==> src/rtl/dlfloat16_mul_sched.sv <==
// Round-robin scheduler sharing one DLFloat16 multiplier among NREQ requesters.
// Latency: accept at edge k -> rsp_valid after edge k+1 (operand stage + result stage).
// Backpressure: rsp_ready low stalls S2, then S1; req_ready drops once both stages hold data.

// Combinational DLFloat16 multiply: 1 sign, 6 exponent (bias 31), 9 mantissa bits.
// Mantissa is truncated. 0x0000 is zero; 0xFFFF is the NaN/overflow code.
module dlfloat16_mul (
  input  logic [15:0] a,
  input  logic [15:0] b,
  output logic [15:0] p
);

  logic        sa;
  logic        sb;
  logic [5:0]  ea;
  logic [5:0]  eb;
  logic [8:0]  ma;
  logic [8:0]  mb;
  logic [6:0]  e;
  logic [19:0] m;
  logic [8:0]  man_out;
  logic [5:0]  exp_out;
  logic        unused_low_bits;

  assign sa = a[15];
  assign sb = b[15];
  assign ea = a[14:9];
  assign eb = b[14:9];
  assign ma = a[8:0];
  assign mb = b[8:0];

  // Biased exponent sum; bias is removed only on the normal path.
  assign e = {1'b0, ea} + {1'b0, eb};

  // 10x10 significand product including the hidden ones.
  assign m = 20'({1'b1, ma}) * 20'({1'b1, mb});

  // A product of two [1,2) significands lies in [1,4): bit 19 flags the extra integer bit.
  assign man_out = m[19] ? m[18:10] : m[17:9];
  assign exp_out = 6'(e - 7'd31) + {5'd0, m[19]};

  // The low product bits fall below the truncated mantissa.
  assign unused_low_bits = ^m[8:0];

  // Select between underflow, overflow, the saturation code and the normal product.
  always_comb begin
    p = 16'h0000;
    if (e <= 7'd31) begin
      p = 16'h0000;
    end else if (e > 7'd94) begin
      p = (sa ^ sb) ? 16'hFDFE : 16'h7DFE;
    end else if (e == 7'd94) begin
      p = 16'hFFFF;
    end else if ((a == 16'hFFFF) || (b == 16'hFFFF)) begin
      p = 16'hFFFF;
    end else if ((a == 16'h0000) || (b == 16'h0000)) begin
      p = 16'h0000;
    end else begin
      p = {sa ^ sb, exp_out, man_out};
    end
  end

endmodule

module dlfloat16_mul_sched #(
  parameter int NREQ = 4,
  parameter int IDW  = $clog2(NREQ)
) (
  input  logic                 clk,
  input  logic                 rst,
  input  logic [NREQ-1:0]      req_valid,
  output logic [NREQ-1:0]      req_ready,
  input  logic [16*NREQ-1:0]   req_a,
  input  logic [16*NREQ-1:0]   req_b,
  output logic                 rsp_valid,
  input  logic                 rsp_ready,
  output logic [IDW-1:0]       rsp_id,
  output logic [15:0]          rsp_data,
  output logic                 busy
);

  // Operand stage entry.
  typedef struct packed {
    logic           vld;
    logic [IDW-1:0] id;
    logic [15:0]    a;
    logic [15:0]    b;
  } s1_t;

  // Result stage entry.
  typedef struct packed {
    logic           vld;
    logic [IDW-1:0] id;
    logic [15:0]    dat;
  } s2_t;

  s1_t            s1;
  s2_t            s2;
  logic [IDW-1:0] ptr;

  logic           s2_adv;
  logic           s1_adv;
  logic           s1_acc;

  logic           gnt_found;
  logic [IDW-1:0] gnt_id;
  logic [IDW:0]   idx;
  logic [15:0]    gnt_a;
  logic [15:0]    gnt_b;
  logic           accept;
  logic [15:0]    prod;

  // Stall chain: S2 drains on a response handshake or when empty; S1 refills behind it.
  assign s2_adv = !s2.vld | rsp_ready;
  assign s1_adv = s1.vld & s2_adv;
  assign s1_acc = !s1.vld | s2_adv;

  // Rotating priority search starting at ptr; uses only req_valid, never the operands.
  always_comb begin
    gnt_found = 1'b0;
    gnt_id    = '0;
    idx       = '0;
    for (int k = 0; k < NREQ; k++) begin
      idx = {1'b0, ptr} + (IDW+1)'(k);
      if (idx >= (IDW+1)'(NREQ)) begin
        idx = idx - (IDW+1)'(NREQ);
      end
      if (!gnt_found && req_valid[idx[IDW-1:0]]) begin
        gnt_found = 1'b1;
        gnt_id    = idx[IDW-1:0];
      end
    end
  end

  // Operand mux for the granted requester.
  always_comb begin
    gnt_a = 16'h0000;
    gnt_b = 16'h0000;
    for (int i = 0; i < NREQ; i++) begin
      if (gnt_id == IDW'(i)) begin
        gnt_a = req_a[16*i +: 16];
        gnt_b = req_b[16*i +: 16];
      end
    end
  end

  // One-hot ready to the granted requester; held low while reset is asserted.
  always_comb begin
    req_ready = '0;
    if (gnt_found && !rst) begin
      req_ready[gnt_id] = s1_acc;
    end
  end

  assign accept = gnt_found & s1_acc & !rst;

  // Pointer moves just past the requester that was served, giving round-robin fairness.
  always_ff @(posedge clk or posedge rst) begin
    if (rst) begin
      ptr <= '0;
    end else if (accept) begin
      ptr <= (gnt_id == IDW'(NREQ-1)) ? '0 : gnt_id + IDW'(1);
    end
  end

  // Operand stage: refills whenever it can accept; a bubble clears the valid bit only.
  always_ff @(posedge clk or posedge rst) begin
    if (rst) begin
      s1 <= '0;
    end else if (s1_acc) begin
      s1.vld <= accept;
      if (accept) begin
        s1.id <= gnt_id;
        s1.a  <= gnt_a;
        s1.b  <= gnt_b;
      end
    end
  end

  dlfloat16_mul u_mul (
    .a (s1.a),
    .b (s1.b),
    .p (prod)
  );

  // Result stage: captures the product whenever the consumer side can move.
  always_ff @(posedge clk or posedge rst) begin
    if (rst) begin
      s2 <= '0;
    end else if (s2_adv) begin
      s2.vld <= s1.vld;
      s2.id  <= s1.id;
      s2.dat <= prod;
    end
  end

  assign rsp_valid = s2.vld;
  assign rsp_id    = s2.id;
  assign rsp_data  = s2.dat;
  assign busy      = s1.vld | s2.vld;

  // s1_adv documents the S1->S2 transfer condition; S2 loads on s2_adv alone.
  logic unused_s1_adv;
  assign unused_s1_adv = s1_adv;

endmodule

==> config.mk <==
export PLATFORM = sky130hd
export DESIGN_NAME = dlfloat16_mul_sched
export DESIGN_NICKNAME = d
export VERILOG_FILES = /design/src/rtl/dlfloat16_mul_sched.sv
export SDC_FILE = /design/constraint.sdc
export NUM_CORES = 1
export LEC_CHECK = 0
export ABC_AREA = 1
export CORE_MARGIN = 10
export CORE_UTILIZATION = 45
export CTS_BUF_LIST = sky130_fd_sc_hd__clkbuf_16
export CTS_CLUSTER_DIAMETER = 120
export DETAILED_ROUTE_END_ITERATION = 10
export DONT_BUFFER_PORTS = 1
export SLEW_MARGIN = 30
export SYNTH_ARGS = -nofsm -noshare
export SYNTH_HDL_FRONTEND = slang
export SYNTH_HIERARCHICAL = 1
export SYNTH_SLANG_ARGS = --single-unit
==> constraint.sdc <==
create_clock -name clk -period 7.8 [get_ports clk]
set_clock_uncertainty 0.15 [all_clocks]
set_input_delay 0.78 -clock clk [delete_from_list [all_inputs] [get_ports clk]]
set_output_delay 0.78 -clock clk [all_outputs]
set_load 0.005 [all_outputs]
After elaboration in Yosys (flattened, before gate mapping)
Cells that the tools add are included.
- $add $sub $neg: 11
- multipliers: 1
- order comparisons: 12
- eq/ne operators: 6
- muxes and demuxes: 39
- bitwise logic cells: 7
- reduce and logical (&&, ||, !) cells: 17
- operator list (operator ; number):
    two-way mux 16 bit ; 14
    equality test 16 bit (second input constant) ; 2
    logical NOT 16 bit ; 2
    multiplier 10 x 10 -> 20 bit ; 1
    two-way mux 2 bit ; 9
    < comparator 2 x 3 -> 1 bit (second input constant) ; 5
    >= comparator 3 bit (second input constant) ; 3
    two-way mux 1 bit ; 9
    two-way mux 9 bit ; 1
    binary-select mux 1 bit (select 2 bit) ; 4
    subtractor 2 x 1 -> 2 bit (second input constant) ; 4
    adder 6 x 6 -> 7 bit ; 1
    equality test 7 bit (second input constant) ; 1
    greater-than comparator 7 bit (second input constant) ; 1
    less-or-equal comparator 7 x 5 -> 1 bit (second input constant) ; 1
    adder 2 x 2 -> 3 bit (second input constant) ; 2
    adder 6 x 1 -> 6 bit ; 1
    logical NOT 1 bit ; 6
    subtractor 6 x 5 -> 6 bit (second input constant) ; 1
    logical AND 1 bit ; 5
    bitwise AND 4 bit ; 1
    equality test 2 bit (second input constant) ; 2
    two-way mux 4 bit ; 1
    adder 2 x 1 -> 3 bit (second input constant) ; 1
    11 further kinds ; 15
- flip-flop bits (word level): 56
- bits of input ports: 135
- output and inout bits: 24
- word-level logic and storage cells: 101

Logic depth before layout (Yosys ltp)
Gate-level depths: netlist of the first run.
- depth after elaboration: 20
- gate-level depth with buffers: 32

Modules after synthesis
Netlist of the first run, hierarchy kept.
- by module, submodules not included (module ; times used ; cells each ; area an instance (µm²) ; seq. area each (µm²)):
    dlfloat16_mul ; 1 ; 636 ; 4292.9 ; 0.0
    dlfloat16_mul_sched ; 1 ; 521 ; 3449.6 ; 1401.3

Worst setup path before layout of the first run
OpenSTA, ideal clock, no wires.
- path kind: flip-flop to flip-flop
- from: register s1[3] (netlist name)
- to: register s2, in the netlist rsp_data[13]
- setup time: 0.117 ns
- data arrival time: 5.465 ns
- data required time: 7.533 ns
- path slack: 2.068 ns
- stages on the path, launching flop included: 32
- buffers on the path: 1
- period minus slack after synthesis: 5.732 ns
- path through: dfrtp_1 > clkbuf_1 > nand2_1 > fa_1 > inv_1 > fa_1 > inv_1 > fa_1 > inv_1 > fa_1 > inv_1 > fa_1 > inv_1 > ha_1 > nand2_1 > nand2_1 > a21oi_1 > nand3_2 > nand2_1 > nand3_1 > nand2_2 > inv_2 > ha_1 > inv_1 > ha_1 > nand3_1 > o21ai_0 > a21oi_1 > o21ai_1 > inv_1 > nand2_1 > nand2_1
- longest elaborated chain between the ends: 7
- elaborated cells between the ends (all ways): 11
- classes of those cells: 1 x add/sub; 1 x mul; 1 x eq/ne; 5 x mux; 3 x reduce/logical
- RTL lines (element ; line ; RTL):
    multiplier 10 x 10 -> 20 bit or logical NOT 16 bit (tied branches) ; 36, 56 ;
    adder 6 x 1 -> 6 bit or logical OR 1 bit (tied branches) ; 40, 56 ;
    two-way mux 16 bit ; 56 ; end else if ((a == 16'h0000) || (b == 16'h0000)) begin
    two-way mux 16 bit (*) ; 54 ; end else if ((a == 16'hFFFF) || (b == 16'hFFFF)) begin
    two-way mux 16 bit (*) ; 52 ; end else if (e == 7'd94) begin
    two-way mux 16 bit (*) ; 50 ; end else if (e > 7'd94) begin
    two-way mux 16 bit (*) ; 48 ; if (e <= 7'd31) begin
    named net prod[13] ; 111 ; logic [15:0] prod;
    end: declaration ; 98 ; s2_t s2;
Mark *: on every way through the listed nets, which the timed path passes. The rest lies on a longest branch.
A chain may end at the register's enable or synchronous reset.

Final worst setup path of the first run
- from: register s1[6] (netlist name)
- to: register s2, in the netlist rsp_data[13]
- longest elaborated chain between the ends: 7
- elaborated cells between the ends (all ways): 11
- classes of those cells: 1 x add/sub; 1 x mul; 1 x eq/ne; 5 x mux; 3 x reduce/logical
- RTL lines (element ; line):
    multiplier 10 x 10 -> 20 bit or logical NOT 16 bit (tied branches) ; 36, 56
    adder 6 x 1 -> 6 bit or logical OR 1 bit (tied branches) ; 40, 56
    two-way mux 16 bit ; 56
    two-way mux 16 bit (*) ; 54
    two-way mux 16 bit (*) ; 52
    two-way mux 16 bit (*) ; 50
    two-way mux 16 bit (*) ; 48
    named net prod[13] ; 111
Marks and branches as above.

==> results.md, run 1 <==
- Layout cells sized above 1: 0.0465
- GRT Resource Usage Total: 0.185
- Core ar.: 0.0167 mm²
- Tightest Pin Transition: 0.757 ns
- First-pass GRT wire length: 34,600 µm
- Final RePlAce weighted congestion: 0.942
- GRT overflow: 0
- Drt pass-1 iters: 5
- Most common cell in the netlist: nand2_1
- Vias in the first global route: 7,119
- Most common library cells after synthesis: nand2_1, inv_1, o21ai_0, ha_1
- Synth-to-layout area growth: 3.39%
- Hpwl dp: 17,400 µm
- TritonCTS clock tree: built
- Crit Path Category: reg -> reg
- Pins Over Slew Limit: 0
- Post-route DRC: 0
- Max_cap viols: 0
- Top-area cell type share of the netlist area: 0.222
- Pin count of the biggest net entering global routing: 66
- Layout Nets: 1,379
- Clock transition at path regs: 0.07 ns
- Number of synthesized flops with an enable pin: 0
- Required @ worst endpoint: 7.85 ns
- Die area: 0.0229 mm²
- DRT iter0 DRCs: 426
- RSZ-0062 raised after global routing: false
- Post-CTS Hold Fix Bufs: 0
- Starting Density: 0.464
- Setup Buffers After CTS: 0
- Final WL: 20,900 µm
- Root buffer cell: clkbuf_16
- Antenna cells: 0
- Final Hold Violating Endpoints: 0
- HP Class: reg -> reg
- Cell Area, Synth: 0.00774 mm²
- CP Launch Type: flop
- CTS resizes: 0
- Ys async rst share: 1.00
- Routed vias/inst: 5.17
- Sequential-to-total area share from yosys stat: 0.181
- Post-route ant nets: 0
- Post-synth cell types: 44
- Final-report setup violation count: 0
- Warnings, synthesis: 6
- Endpoint class of the critical path: flop
- Crit-path slowest cell: dfrtp_1
- Crit-path max cell delay: 0.66 ns
- H-tree depth: 2
- Vert. Die Dim: 151 µm
- Routed length per instance: 15.6 µm
- Max Freq: 0.161 GHz
- Yosys top cell by area: nand2_1
- Crit path max fanout: 13
- Synth Register Bits: 56
- Main synth FF type: dfrtp_1
- Die W: 151 µm
- Crit path time final: 6.21 ns
- TritonCTS buffer count: 5
- CTS max path bufs: 2
- Ports: 159
- Skew-Pair Late Insertion Delay: 0.31 ns
- Final Cycle Share: 0.796
- Initial antenna violation count: 0
- Synth Area per Inst: 6.69 µm²
- Post-Syn Instances: 1,157
- Post-Syn Nets: 1,418
- Setup tns final: 0 ns
- Row count: 47
- CTS Sinks: 56
- Ranking of synthesized cells by area: nand2_1, dfrtp_1, fa_1, ha_1, inv_1
- Worst path arrival time: 6.26 ns
- Status: finished clean
- Rel. slew slack: 0.496
- DR vias: 6,915
- Crit path top cell by count: nand2_1
- Port Buffers: 0
final timing paths:
| check | from | to | slack, ns | cells past startpoint |
|---|---|---|---|---|
| max | s1[6] | rsp_data[13] | 1.59 | 29 |
| min in group asynchronous | rst | s1[34] | 0.41 | 2 |
| min | s1[32] | rsp_id[0] | 0.32 | 2 |
| max reg2reg | s1[6] | rsp_data[13] | 1.59 | 29 |
| max in group asynchronous | rst | s1[20] | 6.58 | 2 |
| min reg2reg | s1[32] | rsp_id[0] | 0.32 | 2 |
layer usage:
layer  part of all wire  GRT usage  vias to the layer above
li1                   -          -                     3504
met1               0.44      0.228                     3136
met2               0.47      0.313                      254
met3              0.076     0.0513                       21
met4              0.015     0.0443                        0
met5                  0          0                        -
state kept, by name, indices dropped and copies added, names as in the netlist:
register,flops
s1,35
rsp_data,16
ptr,2
rsp_id,2
rsp_valid,1
area by class of cell:
cell class / instances / area (µm²)
Tap cell: 220 / 275
Clock inverter: 2 / 60.1
Multi-Input combinational cell: 870 / 5430
Inverter: 181 / 687
Clock buffer: 5 / 125
Fill cell: 1759 / 8700
Timing Repair Buffer: 4 / 30.0
Sequential cell: 56 / 1400
critical path: cells and delay by family (launching register included):
| kind | cells | cell delay [ns] |
|---|---|---|
| buf+inv | 6 | 0.40 |
| simple gates | 12 | 1.20 |
| fa+ha+maj | 8 | 3.34 |
| flops | 1 | 0.66 |
| compound gates | 3 | 0.34 |
cell families after synthesis:
family / count (synthesis) / synth area share
compound gates: 154 / 0.104
xor+xnor: 10 / 0.0142
simple gates: 580 / 0.316
buf+inv: 231 / 0.121
flops: 56 / 0.181
fa+ha+maj: 126 / 0.264
cell usage in the layout, fill, tap and decap left out, drive strengths merged:
cell type | synthesis | layout
o31ai | 1 | 1
nor2 | 33 | 33
bufinv | 0 | 2
nor3b | 1 | 1
o21ai | 82 | 82
fa | 62 | 62
a21boi | 1 | 1
xor2 | 5 | 5
xnor2 | 5 | 5
nor3 | 7 | 7
nand4 | 9 | 9
nor4 | 9 | 9
nand2 | 466 | 466
a21oi | 65 | 65
inv | 181 | 181
buf | 17 | 4
ha | 64 | 64
o21bai | 3 | 3
nand3b | 5 | 5
and2 | 2 | 2
nand3 | 47 | 47
clkbuf | 33 | 5
dfrtp | 56 | 56
a31oi | 2 | 2
or2 | 1 | 1
stage by stage:
stage,instance area (µm²),setup WS [ns],hold WS (ns),utilization,cells
2_1_floorplan,7740,2.07,0.292,-,1157
6_report,8010,1.59,0.325,0.479,1338
5_1_grt,8010,1.16,0.359,0.479,1338
4_1_cts,8000,1.60,0.328,0.479,1338
3_3_place_gp,7800,1.75,0.310,0.467,1331
3_5_place_dp,7810,1.61,0.308,0.468,1331
Power of run 1 is not shown: default switching activity piles up to over one toggle a cycle in this logic, so the estimate is an artifact.
==> run 2, diff against run 1 <==
Clock period 7.8 ns to 6 ns, I/O delays scaled along.
==> run 2 against run 1 <==
Net effect:
- die area is the same
- global-route usage grew 0.31 points
- flip-flop and latch count is the same
- critical path type unchanged
- cell count grew 1.8%
- routed wire length shrank 0.34%
- critical path depth grew 2
- largest cell class unchanged
- non-clock buffer count grew 23
- hold slack lost 0.080 ns
- register-to-register slack lost 1.2 ns
- maximum frequency grew 10%
- via count grew 0.49%
- core utilization grew 1.2 points
==> results.md, run 2 (synthesis gave the netlist of run 1 again) <==
- Status: finished clean
- Reg2Reg Setup Slack: 0.37 ns
- Crit path max-delay family: adder cells
- Crit. path cell count: 31
- H-tree depth: 2
- TritonCTS clock tree: built
- Post-route cell area: 0.00821 mm²
- Final Hold Violating Endpoints: 0
- Max Freq: 0.178 GHz
- Root buffer cell: clkbuf_16
- DRT iter0 DRCs: 350
- First-pass GRT wire length: 35,300 µm
- Drt pass-1 iters: 5
- HP Class: in -> async
- Critical path origin: s1[21]
- Port Buffers: 0
- Max_cap viols: 0
- Final RePlAce weighted congestion: 0.887
- Final Cycle Share: 0.938
- Most frequent cells in the layout: nand2_1, inv_1, o21ai_0
- Initial antenna violation count: 0
- Ports: 159
- Routed length per instance: 15.3 µm
- GRT overflow: 0
- Crit-path max cell delay: 0.56 ns
- Final WL: 20,800 µm
- Synth-to-layout area growth: 6.08%
- Commonest non-fill, non-tap cell in the layout: nand2_1
- Post-route ant nets: 0
- Vert. Die Dim: 151 µm
- Critical register-to-register path startpoint: s1[21]
- Pins Over Slew Limit: 0
- Clock transition at path regs: 0.07 ns
- Tightest Pin Transition: 0.833 ns
- Antenna cells: 0
- Hpwl dp: 17,500 µm
- CP Launch Type: flop
- Layout Nets: 1,402
- Crit path time final: 5.63 ns
- Worst Path Buf+Inv: 8
- Worst path arrival time: 5.68 ns
- Dpl cell area: 0.00796 mm²
- Worst Setup EP: rsp_data[13]
- Layout cells sized above 1: 0.0806
- Die area: 0.0229 mm²
- Endpoint class of the critical path: flop
- Largest Register: s1
- Required @ worst endpoint: 6.05 ns
- TritonCTS buffer count: 5
- Core ar.: 0.0167 mm²
- Final-report setup violation count: 0
- Routed vias/inst: 5.10
- Crit Path Category: reg -> reg
- Number of flip-flops in the largest register: 35
- Vias in the first global route: 7,303
- Die W: 151 µm
- R2R cell count: 31
- CTS max path bufs: 2
- Row count: 47
- Starting Density: 0.464
- Hold slack: 0.245 ns
- DR vias: 6,949
- Pin count of the biggest net entering global routing: 66
- CTS Sinks: 56
- GRT Resource Usage Total: 0.188
- Worst R2R End: rsp_data[13]
- Post-route DRC: 0
- Skew-Pair Late Insertion Delay: 0.30 ns
- Crit-path slowest cell: fa_1
- Rel. slew slack: 0.444
- Crit path max fanout: 9
-- run 2: changes by cell type in the layout (fill, tap and decap cells not counted), sizes merged --
cell,delta
clkinvlp,+1
clkinv,+1
bufinv,-1
buf,+23
-- run 2: how the worst min path moves through the flow --
stage	start	end	slack, ns	cells past startpoint
after floorplan	s1[32]	rsp_id[0]	0.29	2
after global placement	s1[34]	rsp_valid	0.30	2
after detailed placement	s1[34]	rsp_valid	0.31	2
after CTS	rst	rsp_id[1]	0.27	2
after global routing	rst	s1[34]	0.30	2
final	rst	rsp_data[15]	0.24	2
-- run 2: final cells by class --
type | count | area, µm²
clock buffers | 5 | 125
clock inverters | 3 | 42.5
multi-input cells | 870 | 5470
repair buffers | 27 | 203
fillers | 1712 | 8490
inverters | 181 | 687
well taps | 220 | 275
flip-flops and latches | 56 | 1410
-- run 2: repair_timing --
action | in CTS | in global routing
buffers inserted | 0 | 3
endpoints found under the setup margin | 0 | 6
hold buffers | 0 | 0
gates resized for setup | 0 | 19
-- run 2: routing by layer --
metal,track usage,vias to the layer above,share of wire
li1,-,3537,-
met1,0.238,3187,0.46
met2,0.317,210,0.47
met3,0.0486,15,0.065
met4,0.0371,0,0.012
met5,0,-,0
-- run 2: stage by stage --
stage	utilization	worst slack, ns	TNS (ns)	instances
CTS	0.487	0.106	0	1359
floorplan	-	0.268	0	1157
global placement	0.476	0.218	0	1351
finish	0.492	0.371	0	1362
global route	0.492	-0.0117	-0.0117	1362
detailed placement	0.476	0.118	0	1351
Power of run 2 is left out for the same reason.
==> run 3, diff against run 2 <==
Settings changed: GPL_ROUTABILITY_DRIVEN from default to 0, MAX_ROUTING_LAYER from default to met4, SETUP_SLACK_MARGIN from default to 0.5.
==> run 3 against run 2 <==
Net effect:
- non-clock buffer count grew 23
- flip-flop and latch count is the same
- critical path type unchanged
- routed wire length grew 3.6%
- cell area grew 4.9%
- setup slack gained 0.23 ns
- register-to-register slack gained 0.23 ns
- largest cell class unchanged
- die area is the same
==> results.md, run 3 (synthesis gave the netlist of run 1 again) <==
- Max Used Layer: met4
- DR vias: 7,089
- HP Class: in -> async
- Post-route ant nets: 0
- Pins Over Slew Limit: 0
- Required @ worst endpoint: 6.06 ns
- Root buffer cell: clkbuf_16
- Worst path arrival time: 5.46 ns
- Rel. slew slack: 0.495
- Synth-to-layout area growth: 11.2%
- Post-route DRC: 0
- Routed length per instance: 15.6 µm
- Endpoint class of the critical path: flop
- Status: finished clean
- Met2 wire length: 10,200 µm
- Antenna cells: 0
- Core ar.: 0.0167 mm²
- CTS Sinks: 56
- DRT iter0 DRCs: 342
- Pin count of the biggest net entering global routing: 66
- Met3 WL: 1160 µm
- Die area: 0.0229 mm²
- Clock transition at path regs: 0.08 ns
- Skew-Pair Late Insertion Delay: 0.32 ns
- Ports: 159
- Layout Nets: 1,425
- Worst Path Buf+Inv: 7
- Crit path time final: 5.40 ns
- GRT Resource Usage Total: 0.194
- CTS max path bufs: 2
- H-tree depth: 2
- Commonest non-fill, non-tap cell in the layout: nand2_1
- Worst R2R End: rsp_data[13]
- Max_cap viols: 0
- Setup tns final: 0 ns
- Routed vias/inst: 5.12
- Tightest Pin Transition: 0.756 ns
- GRT overflow: 0
- Port Buffers: 0
- Row count: 47
- Crit path max-delay family: adder cells
- Die W: 151 µm
- Max Freq: 0.185 GHz
- RSZ-0062 raised after global routing: true
- Vert. Die Dim: 151 µm
- Starting Density: 0.464
- Final-report setup violation count: 0
- Crit-path slowest cell: fa_1
- Number of flip-flops in the largest register: 35
- Initial antenna violation count: 0
- Vias in the first global route: 7,257
- Most frequent cells in the layout: nand2_1, inv_1, o21ai_0
- Crit-path max cell delay: 0.52 ns
- Hpwl dp: 17,400 µm
- Drt pass-1 iters: 6
- Final Hold Violating Endpoints: 0
- Layout cells sized above 1: 0.132
- CP Launch Type: flop
- Crit Path Category: reg -> reg
- TritonCTS buffer count: 5
- R2R cell count: 30
- TritonCTS clock tree: built
- First-pass GRT wire length: 35,100 µm
- Final WL: 21,600 µm
- Largest Register: s1
- Crit path max fanout: 4
- Critical register-to-register path startpoint: s1[23]
- Final Cycle Share: 0.899
- Reg2Reg Setup Slack: 0.60 ns
- Met1 Wirelength: 9780 µm
==> run 3: cell types whose count changed in the layout (fill, tap and decap cells not counted), moves of 3 or more <==
cell / before / now
buf_6: 0 / 3
buf_4: 27 / 46
inv_1: 172 / 165
nand2_2: 9 / 17
dfrtp_1: 49 / 46
inv_2: 7 / 12
a21oi_2: 4 / 7
ha_4: 3 / 12
nand2_1: 456 / 446
ha_1: 59 / 49
a21oi_1: 61 / 58
dfrtp_2: 7 / 10
==> run 3: through the flow <==
step / util / hold slack, ns / setup WS (ns) / std cells / area, µm²
2_1_floorplan: - / 0.292 / 0.511 / 1157 / 7820
3_3_place_gp: 0.475 / 0.303 / 0.320 / 1345 / 7930
3_5_place_dp: 0.476 / 0.322 / 0.193 / 1345 / 7940
4_1_cts: 0.497 / 0.258 / 0.504 / 1370 / 8300
5_1_grt: 0.516 / 0.298 / 0.324 / 1385 / 8610
6_report: 0.516 / 0.229 / 0.604 / 1385 / 8610
==> run 3: how the worst max path moves through the flow <==
| stage | endpoint | cells after the start | slack, ns | startpoint |
|---|---|---|---|---|
| 2_1_floorplan | rsp_data[13] | 31 | 0.51 | s1[3] |
| 3_3_place_gp | rsp_data[11] | 30 | 0.32 | s1[3] |
| 3_5_place_dp | rsp_data[11] | 30 | 0.19 | s1[3] |
| 4_1_cts | rsp_data[13] | 31 | 0.50 | s1[3] |
| 5_1_grt | rsp_data[13] | 30 | 0.32 | s1[1] |
| 6_report | rsp_data[13] | 30 | 0.60 | s1[23] |
==> run 3: layout make-up <==
cell class                      instances  area, µm²
Clock buffer                            5        125
Clock inverter                          3       46.3
Fill cell                            1677       8090
Inverter                              181        692
Multi-Input combinational cell        870       5660
Sequential cell                        56       1410
Tap cell                              220        275
Timing Repair Buffer                   50        399
==> run 3: timing repair <==
| item | CTS | global route |
|---|---|---|
| gates resized for setup | 18 | 45 |
| pin swaps | 9 | 38 |
| gates cloned | 0 | 0 |
| buffers inserted | 17 | 15 |
| endpoints found under the setup margin | 6 | 14 |
| hold buffers | 0 | 0 |
==> run 3: per-layer routing <==
| layer | vias to the layer above | GRT usage |
|---|---|---|
| li1 | 3583 | - |
| met1 | 3246 | 0.250 |
| met2 | 230 | 0.313 |
| met3 | 30 | 0.0277 |
| met4 | 0 | 0.0529 |
| met5 | - | - |
Power of run 3 is left out for the same reason.
